[config.mk]
export PLATFORM = sky130hd
export DESIGN_NAME = reg_intf_cut
export DESIGN_NICKNAME = d
export VERILOG_FILES = /design/src/rtl/reg_intf_cut.sv
export SDC_FILE = /design/constraint.sdc
export NUM_CORES = 1
export LEC_CHECK = 0
export ABC_AREA = 0
export BUFFER_PORTS_ARGS = -buffer_cell sky130_fd_sc_hd__clkbuf_2
export CORE_MARGIN = 1
export CORE_UTILIZATION = 40
export DETAILED_ROUTE_END_ITERATION = 6
export PLACE_DENSITY = 0.8
export RECOVER_POWER = 100
export SETUP_SLACK_MARGIN = 0.4
export SLEW_MARGIN = 5
export SYNTH_ARGS = -nofsm -noshare
export SYNTH_HDL_FRONTEND = slang
export SYNTH_SLANG_ARGS = --single-unit
[constraint.sdc]
create_clock -name clk_i -period 3.1 [get_ports clk_i]
set_clock_uncertainty 0.05 [all_clocks]
set_input_delay 0.155 -clock clk_i [delete_from_list [all_inputs] [get_ports clk_i]]
set_output_delay 0.155 -clock clk_i [all_outputs]
set_load 0.05 [all_outputs]
[src/rtl/reg_intf_cut.sv]
// Register-interface pipeline cut: registers the request towards the slave and the
// response towards the master, with an optional watchdog that aborts hung transactions.
module reg_intf_cut #(
    parameter  int unsigned AddrWidth     = 32,
    parameter  int unsigned DataWidth     = 32,
    localparam int unsigned StrbWidth     = DataWidth / 8,
    parameter  int unsigned TimeoutCycles = 0
) (
    input  logic                 clk_i,
    input  logic                 rst_i,
    // upstream (master side of the cut)
    input  logic [AddrWidth-1:0] slv_addr_i,
    input  logic                 slv_write_i,
    input  logic [DataWidth-1:0] slv_wdata_i,
    input  logic [StrbWidth-1:0] slv_wstrb_i,
    input  logic                 slv_valid_i,
    output logic [DataWidth-1:0] slv_rdata_o,
    output logic                 slv_error_o,
    output logic                 slv_ready_o,
    // downstream (towards the register file)
    output logic [AddrWidth-1:0] mst_addr_o,
    output logic                 mst_write_o,
    output logic [DataWidth-1:0] mst_wdata_o,
    output logic [StrbWidth-1:0] mst_wstrb_o,
    output logic                 mst_valid_o,
    input  logic [DataWidth-1:0] mst_rdata_i,
    input  logic                 mst_error_i,
    input  logic                 mst_ready_i,
    // watchdog abort pulse and FSM state for observation
    output logic                 timeout_o,
    output logic [1:0]           dbg_state_o
);

    localparam int unsigned CntWidth = (TimeoutCycles > 0) ? $clog2(TimeoutCycles + 1) : 1;
    localparam logic [CntWidth-1:0] CntLast =
        CntWidth'((TimeoutCycles > 0) ? (TimeoutCycles - 1) : 0);

    typedef enum logic [1:0] {
        Idle = 2'd0,
        Req  = 2'd1,
        Rsp  = 2'd2
    } state_e;

    state_e               state_q, state_d;
    logic [AddrWidth-1:0] addr_q;
    logic                 write_q;
    logic [DataWidth-1:0] wdata_q;
    logic [StrbWidth-1:0] wstrb_q;
    logic [DataWidth-1:0] rdata_q;
    logic                 error_q;
    logic                 timeout_q;
    logic [CntWidth-1:0]  cnt_q;

    logic req_load;
    logic rsp_load;
    logic abort;
    logic cnt_inc;

    // Handshake: single phase, a transfer happens in any cycle where valid and ready are
    // both high; valid never waits on ready, and ready is only meaningful while valid is high.
    always_comb begin
        state_d  = state_q;
        req_load = 1'b0;
        rsp_load = 1'b0;
        abort    = 1'b0;
        cnt_inc  = 1'b0;
        unique case (state_q)
            Idle: begin
                if (slv_valid_i) begin
                    req_load = 1'b1;
                    state_d  = Req;
                end
            end
            Req: begin
                // A real response beats the watchdog when both land in the same cycle.
                if (mst_ready_i) begin
                    rsp_load = 1'b1;
                    state_d  = Rsp;
                end else if ((TimeoutCycles != 0) && (cnt_q == CntLast)) begin
                    abort   = 1'b1;
                    state_d = Rsp;
                end else begin
                    cnt_inc = (TimeoutCycles != 0);
                end
            end
            Rsp: state_d = Idle;
            default: state_d = Idle;
        endcase
    end

    always_ff @(posedge clk_i or posedge rst_i) begin
        if (rst_i) begin
            state_q   <= Idle;
            addr_q    <= '0;
            write_q   <= 1'b0;
            wdata_q   <= '0;
            wstrb_q   <= '0;
            rdata_q   <= '0;
            error_q   <= 1'b0;
            timeout_q <= 1'b0;
            cnt_q     <= '0;
        end else begin
            state_q   <= state_d;
            timeout_q <= abort;
            if (req_load) begin
                addr_q  <= slv_addr_i;
                write_q <= slv_write_i;
                wdata_q <= slv_wdata_i;
                wstrb_q <= slv_wstrb_i;
                cnt_q   <= '0;
            end else if (cnt_inc) begin
                cnt_q <= cnt_q + 1'b1;
            end
            // Read data is forwarded unmodified even on writes.
            if (rsp_load) begin
                rdata_q <= mst_rdata_i;
                error_q <= mst_error_i;
            end else if (abort) begin
                rdata_q <= '0;
                error_q <= 1'b1;
            end
        end
    end

    assign mst_valid_o = (state_q == Req);
    assign slv_ready_o = (state_q == Rsp);
    assign mst_addr_o  = addr_q;
    assign mst_write_o = write_q;
    assign mst_wdata_o = wdata_q;
    assign mst_wstrb_o = wstrb_q;
    assign slv_rdata_o = rdata_q;
    assign slv_error_o = error_q;
    assign timeout_o   = timeout_q;
    assign dbg_state_o = state_q;

endmodule

==> impl_metrics.env <==
export IMPL_die_h_um=100
export IMPL_grt_ovfl_total=0
export IMPL_clockRootBuffer="clkbuf_8"
export IMPL_status="finished, violations left"
export IMPL_cts_buffers_inserted=9
export IMPL_place_inst=560
export IMPL_cts_sinks=104
export IMPL_ys_seq_area_share_pct=67.1
export IMPL_wl_per_cell_um=15.2
export IMPL_fin_cells=679
export IMPL_routed_via_density=4.51
export IMPL_yosysMostFrequentCell="dfrtp_1"
export IMPL_placed_area_um2=5080
export IMPL_pwr_share_seq_pct=33.4
export IMPL_hold_class="primary input to flip-flop"
export IMPL_ant_nets=0
export IMPL_drive_gt1_share_pct=39.3
export IMPL_dp_hpwl_um=6050
export IMPL_slew_violations=45
export IMPL_path_clk_slew_ns=0.09
export IMPL_area_growth_pct=59.7
export IMPL_synthTopCellsByArea="dfrtp_1 (67%), mux2_2 (27%), mux2_1 (2.9%)"
export IMPL_p_sw_share_pct=51.5
export IMPL_fillerInstances=726
export IMPL_grt_pass1_vias=3381
export IMPL_initial_core_util_pct=41.6
export IMPL_grt_max_degree=61
export IMPL_drc=0
export IMPL_core_um2=9330
export IMPL_post_cts_resized=0
export IMPL_setup_viol=0
export IMPL_first_pass_iters=4
export IMPL_place_ws_ns=1.39
export IMPL_grt_usage_pct=20.5
export IMPL_powerDensity_nw_per_um2=1100
export IMPL_synth_avg_cell_area_um2=17.1
export IMPL_synth_nets=333
export IMPL_regToRegSetupSlack_ns=1.00
export IMPL_synth_top_area_share_pct=67.1
export IMPL_violations="capacitance limit, slew limit"
export IMPL_worst_pin_slew_ns=1.94
export IMPL_yosysTopAreaCell="dfrtp_1"
export IMPL_wl_um=10300
export IMPL_die_w_um=100
export IMPL_cap_violations=1
export IMPL_drtIter0Drc=30
export IMPL_p_sw_mw=3.50
export IMPL_fmax_mhz=476
export IMPL_grt_pass1_wl_um=15900
export IMPL_setup_worst_path_end_class="flip-flop"
export IMPL_rsz0062_at_grt="false"
export IMPL_cts_path_max_buffers=2
export IMPL_crit_start="dbg_state_o[0]$_DFFE_PP0P_"
export IMPL_syn_area_um2=3880
export IMPL_grt_antenna_before_repair=0
export IMPL_finalCriticalPeriod_ns=2.10
export IMPL_rr_worst_depth=3
export IMPL_whs_ns=0.0450
export IMPL_worstPathRequired_ns=3.28
export IMPL_final_hold_viol_count=0
export IMPL_synth_edf_count=0
export IMPL_gp_congestion=0.684
export IMPL_cp_endpoint="mst_addr_o[27]$_DFFE_PP0P_"
export IMPL_r2r_end="mst_addr_o[27]$_DFFE_PP0P_"
export IMPL_fin_crit_sh_pct=67.7
export IMPL_critical_path_class="flip-flop to flip-flop"
export IMPL_diodes=0
export IMPL_critPathMaxFanout=37
export IMPL_power_leakage_nw=2.77
export IMPL_ys_async_sr_fraction_pct=100
export IMPL_num_rows=35
export IMPL_yosys_top_cells_count="dfrtp_1 (104), mux2_2 (92), mux2_1 (10), buf_2 (8)"
export IMPL_die_area_um2=10100
export IMPL_ir_drop_mv=0.706
export IMPL_p_comb_share_pct=52.7
export IMPL_synth_cell_types=13
export IMPL_start_kind="flip-flop"
export IMPL_vias=3065
export IMPL_cts_tree="built"
export IMPL_fin_ws_ns=1.00
export IMPL_yosysWarnings=0
export IMPL_portBuffers=211
export IMPL_synth_ff_type="dfrtp_1"
export IMPL_worstSkewPairLatency_ns=0.34
export IMPL_nets=651
export IMPL_clock_power_share_pct=13.9
export IMPL_r2r_start="dbg_state_o[0]$_DFFE_PP0P_"
export IMPL_synth_seq_cells=104
export IMPL_setup_tns_ns=0
export IMPL_relSlewSlack_pct=-30.2
export IMPL_cts_max_level=3
export IMPL_synthCells=227
export IMPL_arrival_ns=2.28
export IMPL_final_cell_area_um2=6190
export IMPL_p_int_mw=3.29
export IMPL_pin_count=213
per-stage QoR:
step | utilization, % | power (mW)
2_1_floorplan | - | 5.04
3_3_place_gp | 54.5 | 5.82
3_5_place_dp | 54.5 | 5.90
4_1_cts | 68.0 | 6.96
5_1_grt | 66.4 | 7.08
6_report | 66.4 | 6.79
worst min-delay path by stage:
stage | cells after the start | slack [ns] | endpoint | from
after floorplan | 1 | 0.24 | mst_wdata_o[10]$_DFFE_PP0P_ | slv_wdata_i[10]
after global placement | 2 | 0.32 | mst_wdata_o[4]$_DFFE_PP0P_ | slv_wdata_i[4]
after detailed placement | 2 | 0.33 | mst_wdata_o[5]$_DFFE_PP0P_ | slv_wdata_i[5]
after CTS | 2 | 0.02 | mst_wstrb_o[0]$_DFFE_PP0P_ | slv_wstrb_i[0]
after global routing | 2 | 0.02 | mst_wstrb_o[0]$_DFFE_PP0P_ | slv_wstrb_i[0]
final | 3 | 0.05 | dbg_state_o[0]$_DFFE_PP0P_ | mst_ready_i
layout make-up:
type / instances / area (um^2) / area share (%)
well taps: 129 / 161 / 2.61
flip-flops and latches: 104 / 2600 / 42.0
multi-input cells: 110 / 1200 / 19.3
inverters: 2 / 8.76 / 0.141
clock inverters: 4 / 76.3 / 1.23
clock buffers: 12 / 155 / 2.51
repair buffers: 318 / 1990 / 32.2
state kept, by name (all words and copies together), names as in the netlist:
name and count:
mst_write_o 1, mst_wstrb_o 4, slv_rdata_o 32, slv_error_o 1, dbg_state_o 2, mst_wdata_o 32
mst_addr_o 32
logic make-up after synthesis:
| kind of cell | synth area share [%] |
|---|---|
| buffers and inverters | 1.90 |
| flip-flops | 67.1 |
| AO/OA/AOI/OAI | 0.129 |
| multiplexers | 29.6 |
| AND/OR/NAND/NOR | 1.16 |
| other | 0.0967 |
what timing repair did:
item | in CTS | in global routing
buffers inserted | 0 | 0
endpoints found under the hold margin | 146 | 0
hold buffers | 103 | 0
power by group through the flow:
stage | Sequential [mW] | Combinational (mW) | Clock, mW
finish | 2.27 | 3.58 | 0.942
detailed placement | 2.27 | 3.63 | 0
floorplan | 4.34 | 0.703 | 0
global route | 2.34 | 3.72 | 1.02
global placement | 2.24 | 3.58 | 0
CTS | 2.25 | 3.73 | 0.979
routing by layer:
metal / wire [um] / part of all wire [%] / global-route usage, %
met4: 166 / 1.6 / 7.13
met3: 754 / 7.3 / 6.17
met1: 3940 / 38 / 21.4
met2: 5450 / 53 / 38.8
met5: 0 / 0 / 0
critical path, cell delays in order (launching register included):
cell,delay (ns)
dfrtp_1,0.45
nor3b_1,0.28
clkbuf_2,0.77
mux2_2,0.43
layout by cell type, fill, tap and decap left out:
cell type        n
clkinvlp_4       1
nand3b_1         1
nor3b_1          1
a21oi_1          1
buf_12           1
mux2_1          11
clkinv_4         1
dfrtp_1        104
clkinvlp_2       1
nand2b_1         2
nor2b_1          2
clkbuf_1       107
mux2_2          91
clkbuf_2       107
bufinv_16        2
dlygate4sd3_1  103
clkbuf_8        11
conb_1           1
inv_1            1
buf_4            1
Note: power is estimated with default switching activity, not from simulation.
